[config.mk]
export PLATFORM = sky130hd
export DESIGN_NAME = elevator_motion_controller_flat
export DESIGN_NICKNAME = d
export VERILOG_FILES = /design/src/rtl/elevator_pkg.sv /design/src/rtl/elevator_motion_controller_if.sv /design/src/rtl/elevator_timer.sv /design/src/rtl/elevator_motion_controller.sv /design/src/flat_wrapper.sv
export SDC_FILE = /design/constraint.sdc
export NUM_CORES = 1
export LEC_CHECK = 0
export ABC_AREA = 1
export CAP_MARGIN = 40
export CORE_MARGIN = 1
export CORE_UTILIZATION = 50
export CTS_CLUSTER_SIZE = 24
export DETAILED_ROUTE_END_ITERATION = 6
export GPL_ROUTABILITY_DRIVEN = 0
export PLACE_DENSITY = 0.8
export SLEW_MARGIN = 20
export SYNTH_ARGS = -nofsm -noshare
export SYNTH_HDL_FRONTEND = slang
export SYNTH_SLANG_ARGS = --single-unit
[constraint.sdc]
create_clock -name clk -period 2 [get_ports clk]
set_input_delay 0.2 -clock clk [delete_from_list [all_inputs] [get_ports clk]]
set_output_delay 0.2 -clock clk [all_outputs]
set_load 0.005 [all_outputs]
[src/rtl/elevator_pkg.sv]
// Shared types and defaults for the elevator car motion path.
package elevator_pkg;

  localparam int DEFAULT_NUM_FLOORS = 7;
  localparam int DEFAULT_FLOOR_W    = 3;

  localparam logic DIR_UP   = 1'b1;
  localparam logic DIR_DOWN = 1'b0;

  typedef enum logic [1:0] {
    IDLE   = 2'd0,
    MOVE   = 2'd1,
    ARRIVE = 2'd2,
    DOOR   = 2'd3
  } motion_state_t;

endpackage

[src/rtl/elevator_motion_controller_if.sv]
// Bundle between the motion controller and the resolver/request-queue side.
interface elevator_motion_controller_if
  import elevator_pkg::*;
#(
  parameter int NUM_FLOORS = DEFAULT_NUM_FLOORS,
  parameter int FLOOR_W    = DEFAULT_FLOOR_W
);

  logic [NUM_FLOORS-1:0] queue_status;
  logic                  queue_empty;
  logic                  next_up_ndown;
  logic [FLOOR_W-1:0]    current_floor;
  logic                  current_up_ndown;
  logic                  moving;
  logic                  door_open;
  logic                  served_valid;
  logic [FLOOR_W-1:0]    served_floor;

  modport master (
    input  queue_status,
    input  queue_empty,
    input  next_up_ndown,
    output current_floor,
    output current_up_ndown,
    output moving,
    output door_open,
    output served_valid,
    output served_floor
  );

  modport slave (
    output queue_status,
    output queue_empty,
    output next_up_ndown,
    input  current_floor,
    input  current_up_ndown,
    input  moving,
    input  door_open,
    input  served_valid,
    input  served_floor
  );

endinterface

[src/rtl/elevator_timer.sv]
// Loadable down-counter that saturates at zero; shared by travel and door dwell.
module elevator_timer
  import elevator_pkg::*;
#(
  parameter int WIDTH = 4
) (
  input  logic             clk,
  input  logic             reset,
  input  logic             load_i,
  input  logic [WIDTH-1:0] load_value_i,
  output logic             zero_o
);

  logic [WIDTH-1:0] count_q;
  logic [WIDTH-1:0] count_d;

  always_comb begin
    count_d = count_q;
    if (load_i) begin
      count_d = load_value_i;
    end else if (count_q != '0) begin
      count_d = count_q - WIDTH'(1);
    end
  end

  always_ff @(posedge clk or negedge reset) begin
    if (!reset) begin
      count_q <= '0;
    end else begin
      count_q <= count_d;
    end
  end

  assign zero_o = (count_q == '0);

endmodule

[src/rtl/elevator_motion_controller.sv]
// Car motion FSM: sequences floor hops and door dwell, owns position/direction.
module elevator_motion_controller
  import elevator_pkg::*;
#(
  parameter int NUM_FLOORS    = DEFAULT_NUM_FLOORS,
  parameter int FLOOR_W       = DEFAULT_FLOOR_W,
  parameter int TRAVEL_CYCLES = 8,
  parameter int DOOR_CYCLES   = 4,
  parameter int RESET_FLOOR   = 0
) (
  input  logic                          clk,
  input  logic                          reset,
  elevator_motion_controller_if.master  bus
);

  localparam int MAX_CYCLES = (TRAVEL_CYCLES > DOOR_CYCLES) ? TRAVEL_CYCLES : DOOR_CYCLES;
  localparam int TIMER_W    = $clog2(MAX_CYCLES + 1);

  localparam logic [TIMER_W-1:0] TRAVEL_LOAD = TIMER_W'(TRAVEL_CYCLES - 1);
  localparam logic [TIMER_W-1:0] DOOR_LOAD   = TIMER_W'(DOOR_CYCLES - 1);
  localparam logic [FLOOR_W-1:0] TOP_FLOOR   = FLOOR_W'(NUM_FLOORS - 1);
  localparam logic [FLOOR_W-1:0] START_FLOOR = FLOOR_W'(RESET_FLOOR);
  // Door cycles to wait before the queue's clear of the served bit is visible.
  localparam logic [1:0]         DOOR_SETTLE = 2'd2;

  motion_state_t      state_q, state_d;
  logic [FLOOR_W-1:0] floor_q, floor_d;
  logic               dir_q, dir_d;
  logic               moving_q, moving_d;
  logic               door_q, door_d;
  logic               served_valid_q, served_valid_d;
  logic [FLOOR_W-1:0] served_floor_q, served_floor_d;
  logic [1:0]         door_age_q, door_age_d;

  logic               timer_load;
  logic [TIMER_W-1:0] timer_value;
  logic               timer_zero;

  logic               local_req;
  logic               move_dir;

  elevator_timer #(
    .WIDTH (TIMER_W)
  ) u_timer (
    .clk          (clk),
    .reset        (reset),
    .load_i       (timer_load),
    .load_value_i (timer_value),
    .zero_o       (timer_zero)
  );

  always_comb begin
    local_req = 1'b0;
    for (int i = 0; i < NUM_FLOORS; i++) begin
      if (floor_q == FLOOR_W'(i)) begin
        local_req = bus.queue_status[i];
      end
    end
  end

  // Never head off the end of the shaft, whatever the resolver asks for.
  always_comb begin
    move_dir = bus.next_up_ndown;
    if (bus.next_up_ndown == DIR_UP && floor_q == TOP_FLOOR) begin
      move_dir = DIR_DOWN;
    end else if (bus.next_up_ndown == DIR_DOWN && floor_q == '0) begin
      move_dir = DIR_UP;
    end
  end

  always_comb begin
    state_d        = state_q;
    floor_d        = floor_q;
    dir_d          = dir_q;
    served_valid_d = 1'b0;
    served_floor_d = served_floor_q;
    door_age_d     = door_age_q;
    timer_load     = 1'b0;
    timer_value    = DOOR_LOAD;

    unique case (state_q)
      IDLE, ARRIVE: begin
        if (local_req) begin
          state_d        = DOOR;
          timer_load     = 1'b1;
          timer_value    = DOOR_LOAD;
          served_valid_d = 1'b1;
          served_floor_d = floor_q;
          door_age_d     = 2'd0;
        end else if (!bus.queue_empty) begin
          state_d     = MOVE;
          timer_load  = 1'b1;
          timer_value = TRAVEL_LOAD;
          dir_d       = move_dir;
        end else begin
          state_d = IDLE;
        end
      end

      MOVE: begin
        if (timer_zero) begin
          state_d = ARRIVE;
          floor_d = (dir_q == DIR_UP) ? floor_q + FLOOR_W'(1) : floor_q - FLOOR_W'(1);
        end
      end

      DOOR: begin
        if (door_age_q != DOOR_SETTLE) begin
          door_age_d = door_age_q + 2'd1;
        end
        if (door_age_q == DOOR_SETTLE && local_req) begin
          timer_load     = 1'b1;
          timer_value    = DOOR_LOAD;
          served_valid_d = 1'b1;
          served_floor_d = floor_q;
          door_age_d     = 2'd0;
        end else if (timer_zero) begin
          state_d = IDLE;
        end
      end

      default: state_d = IDLE;
    endcase

    moving_d = (state_d == MOVE);
    door_d   = (state_d == DOOR);
  end

  always_ff @(posedge clk or negedge reset) begin
    if (!reset) begin
      state_q        <= IDLE;
      floor_q        <= START_FLOOR;
      dir_q          <= DIR_UP;
      moving_q       <= 1'b0;
      door_q         <= 1'b0;
      served_valid_q <= 1'b0;
      served_floor_q <= '0;
      door_age_q     <= 2'd0;
    end else begin
      state_q        <= state_d;
      floor_q        <= floor_d;
      dir_q          <= dir_d;
      moving_q       <= moving_d;
      door_q         <= door_d;
      served_valid_q <= served_valid_d;
      served_floor_q <= served_floor_d;
      door_age_q     <= door_age_d;
    end
  end

  assign bus.current_floor    = floor_q;
  assign bus.current_up_ndown = dir_q;
  assign bus.moving           = moving_q;
  assign bus.door_open        = door_q;
  assign bus.served_valid     = served_valid_q;
  assign bus.served_floor     = served_floor_q;

endmodule

[src/flat_wrapper.sv]
// flat-port wrapper written by rule: the top's interface ports become plain ports
module elevator_motion_controller_flat import elevator_pkg::*;
#(
  parameter int NUM_FLOORS    = DEFAULT_NUM_FLOORS,
  parameter int FLOOR_W       = DEFAULT_FLOOR_W,
  parameter int TRAVEL_CYCLES = 8,
  parameter int DOOR_CYCLES   = 4,
  parameter int RESET_FLOOR   = 0
)
  (clk, reset, bus_queue_status, bus_queue_empty, bus_next_up_ndown, bus_current_floor, bus_current_up_ndown, bus_moving, bus_door_open, bus_served_valid, bus_served_floor);
  elevator_motion_controller_if #(.NUM_FLOORS(NUM_FLOORS), .FLOOR_W(FLOOR_W)) bus_i ();
  input  logic clk;
  input  logic reset;
  input wire logic [$bits(bus_i.queue_status)-1:0] bus_queue_status;
  input wire logic [$bits(bus_i.queue_empty)-1:0] bus_queue_empty;
  input wire logic [$bits(bus_i.next_up_ndown)-1:0] bus_next_up_ndown;
  output wire logic [$bits(bus_i.current_floor)-1:0] bus_current_floor;
  output wire logic [$bits(bus_i.current_up_ndown)-1:0] bus_current_up_ndown;
  output wire logic [$bits(bus_i.moving)-1:0] bus_moving;
  output wire logic [$bits(bus_i.door_open)-1:0] bus_door_open;
  output wire logic [$bits(bus_i.served_valid)-1:0] bus_served_valid;
  output wire logic [$bits(bus_i.served_floor)-1:0] bus_served_floor;
  assign bus_i.queue_status = bus_queue_status;
  assign bus_i.queue_empty = bus_queue_empty;
  assign bus_i.next_up_ndown = bus_next_up_ndown;
  assign bus_current_floor = bus_i.current_floor;
  assign bus_current_up_ndown = bus_i.current_up_ndown;
  assign bus_moving = bus_i.moving;
  assign bus_door_open = bus_i.door_open;
  assign bus_served_valid = bus_i.served_valid;
  assign bus_served_floor = bus_i.served_floor;
  elevator_motion_controller #(.NUM_FLOORS(NUM_FLOORS), .FLOOR_W(FLOOR_W), .TRAVEL_CYCLES(TRAVEL_CYCLES), .DOOR_CYCLES(DOOR_CYCLES), .RESET_FLOOR(RESET_FLOOR)) u_core (.clk(clk), .reset(reset), .bus(bus_i));
endmodule
==> flow_summary_export.csv <==
group,metric,value,unit
status,status,"finished clean",
detailed_routing,wl_per_cell,10.50,um
worst_setup_path,r2r_start,"u_core.bus.current_floor[0]$_DFFE_PN0P_",
clock_tree,clockBufferDepth,2,
synthesis,synth-seq-area-share,0.4287,
sta,setup-tns-final,0,ns
synthesis,synth_edf_count,0,
die,rows,16,
cells_and_area,syn2layout_area_growth,26.84,%
clock_tree,cts_tree,"built",
die,fp.dieArea,2294,um2
die,core,1962,um2
place,dpl.hpwl,1479,um
cells_and_area,fin_cells,181,
worst_setup_path,critPathMaxFanout,15,
sta,tightest_slew,0.3354,ns
worst_setup_path,end_kind,"flop",
synthesis,synth_commonest_cells,"nand2_1 (31), inv_1 (24), dfrtp_1 (17)",
clock_tree,clk_latency,0.29,ns
detailed_routing,detail_route.iter0.violations,16,
clock_tree,root_buffer,"clkbuf_4",
detailed_routing,via_per_inst,4.740,
die,start_util,0.5370,
synthesis,syn_inst,129,
synthesis,syn_avg_cell_area,8.167,um2
place,port-buffer-count,20,
worst_setup_path,worst_ep_required_time,2.19,ns
synthesis,yosys_warnings,0,
synthesis,synth_top_area_cell,"dfrtp_1",
detailed_routing,drt-total-wl,1900,um
synthesis,synthDistinctLibCells,24,
pwr,ir_worst_vdd,921.8,uV
sta,rsz0062_at_grt,"false",
sta,clock_skew,0.004824,ns
sta,holdWs,0.2290,ns
worst_setup_path,crit_arrival,2.01,ns
sta,finalCriticalPeriod,1.823,ns
grt,grt_pass1_vias,681,
synthesis,async_flop_share,1.000,
cells_and_area,nFillCells,165,
sta,fin_crit_sh,0.9116,
synthesis,synth.most_common_cell,"nand2_1",
worst_setup_path,rrSetupSlack,0.18,ns
worst_setup_path,startpoint_type,"flop",
synthesis,netlist_top_cells_area,"dfrtp_1 (40%), nand2_1 (11%), inv_1 (8.6%), ha_1 (8.3%), xor2_1 (4.2%)",
worst_setup_path,worstSetupPathType,"reg2reg",
die,fp.dieW,47.90,um
grt,grtUsageTotal,0.1780,
detailed_routing,postRouteAntennaNets,0,
synthesis,yosys.area.top_type_share,0.4038,
worst_hold_path,hold_path_class,"in2async",
clock_tree,clkTransAtPathRegs,0.10,ns
grt,antenna_found_initial,0,
sta,fmax,0.5485,GHz
clock_tree,clock-sinks,18,
detailed_routing,dr_total_vias,858,
clock_tree,cts-hold-fix-buffers,0,
synthesis,syn_area,1054,um2
grt,grt_pass1_wl,2877,um
worst_setup_path,r2r_cells,17,
synthesis,synth_ff_type,"dfrtp_1",
sta,hold_viol,0,
cells_and_area,nNetsFinal,173,
pwr,p_leak,0.6899,nW
cells_and_area,final_layout_size_suffix_gt1_frac,0.1299,
synthesis,ys_ff_latch,18,
grt,grt_max_degree,19,
clock_tree,numCtsBuffers,3,
cells_and_area,antenna_cells,0,
grt,overflow,0,
detailed_routing,first_pass_iters,4,
sta,slew_headroom,0.7756,
pwr,cellPowerDensity,1518,nW/um2
run,maxCapViolCount,0,
sta,setup_violations,0,
worst_setup_path,regToRegEndpoint,"u_core.bus.door_open$_DFF_PN0_",
die,die_h,47.90,um
clock_tree,cts_max_level,1,
clock_tree,post_cts_buffers,0,
synthesis,synth_fp_nets,147,
detailed_routing,post-route-drc-count,0,
sta,slew_viol_final,0,
place,post-place-cells,177,
die,pin_count,21,
## critical path, cell delays in order, from the launching register on
cell	delay, ns
dfrtp_2	0.46
inv_2	0.10
ha_1	0.18
inv_1	0.07
nor2_4	0.08
nand2_1	0.05
nand2_1	0.05
inv_1	0.03
nand2_1	0.05
nand2_1	0.04
nand2_1	0.05
nand2_1	0.06
nand2_2	0.07
nand2_2	0.09
nand2_8	0.12
nand3b_2	0.12
nand2_1	0.07
inv_1	0.03
## registers in the layout, indices dropped and copies added, names as in the netlist
| name | count |
|---|---|
| u_core.door_age_q | 2 |
| u_core.state_q | 2 |
| u_core.bus.moving | 1 |
| u_core.bus.served_valid | 1 |
| u_core.bus.door_open | 1 |
| u_core.bus.served_floor | 3 |
| u_core.bus.current_up_ndown | 1 |
| u_core.bus.current_floor | 3 |
| u_core.u_timer.count_q | 4 |
## cell families after synthesis
group | share of synthesized area
AND/OR/NAND/NOR | 0.2625
flip-flops | 0.4287
adder cells (fa/ha/maj) | 0.08313
AO/OA/AOI/OAI | 0.06531
XOR/XNOR | 0.04988
buffers and inverters | 0.1104
## routing by layer
metal | vias to the layer above | wire length [um] | track usage
met5 | - | 0 | 0
met4 | 0 | 8 | 0.01667
met3 | 2 | 100 | 0.05660
met2 | 22 | 919 | 0.3000
met1 | 388 | 872 | 0.2324
li1 | 446 | - | -
## power by group
group / total, mW / internal (mW) / switching (mW)
Clock: 0.217 / 0.111 / 0.106
Sequential: 0.666 / 0.540 / 0.126
Combinational: 1.15 / 0.529 / 0.617
## area by class of cell
type	count	area, um2	share of cell area
multi-input combinational	84	496.7	0.3717
sequential	18	452.9	0.3390
timing repair buffer	23	222.7	0.1667
inverter	25	93.84	0.07022
clock buffer	4	36.28	0.02715
tap	27	33.78	0.02528
## how the worst max path moves through the flow
stage / from / endpoint / slack, ns / cells after the start
after floorplan: u_core.bus.current_floor[0]$_DFFE_PN0P_ / u_core.u_timer.count_q[1]$_DFFE_PN0P_ / 0.30 / 15
after global placement: u_core.bus.current_floor[0]$_DFFE_PN0P_ / u_core.bus.door_open$_DFF_PN0_ / 0.13 / 16
after detailed placement: u_core.bus.current_floor[0]$_DFFE_PN0P_ / u_core.bus.door_open$_DFF_PN0_ / 0.11 / 16
after CTS: u_core.bus.current_floor[0]$_DFFE_PN0P_ / u_core.bus.moving$_DFF_PN0_ / 0.08 / 16
after global routing: u_core.bus.current_floor[0]$_DFFE_PN0P_ / u_core.bus.moving$_DFF_PN0_ / 0.005 / 17
final: u_core.bus.current_floor[0]$_DFFE_PN0P_ / u_core.bus.door_open$_DFF_PN0_ / 0.18 / 17
## per-stage QoR
step                      instance area (um2)    util  setup WS (ns)  power [mW]
after floorplan                          1054       -         0.2976       1.437
after global placement                   1287  0.6563         0.1312       1.738
final                                    1336  0.6811         0.1769       2.029
after detailed placement                 1287  0.6563         0.1053       1.783
after global routing                     1336  0.6811       0.004578       2.227
after CTS                                1324  0.6747        0.07656       2.011
## placed cells by master, fill, tap and decap left out, types with 2 or more instances in the layout
master           instances
buf_4                    3
clkbuf_4                 3
clkdlybuf4s50_1         20
dfrtp_1                 16
ha_1                     6
inv_1                   22
inv_2                    3
nand2_1                 31
nand2_2                  2
nand3_1                  6
nor2_1                  10
nor2_4                   2
o21ai_0                  7
o21ai_1                  4
xor2_1                   5
## repair_timing
| item | in CTS | in global routing |
|---|---|---|
| hold endpoints to repair | 0 | 0 |
| setup endpoints to repair | 0 | 8 |
| resized for setup | 0 | 5 |
No activity file was read; power rests on OpenSTA's default activity.
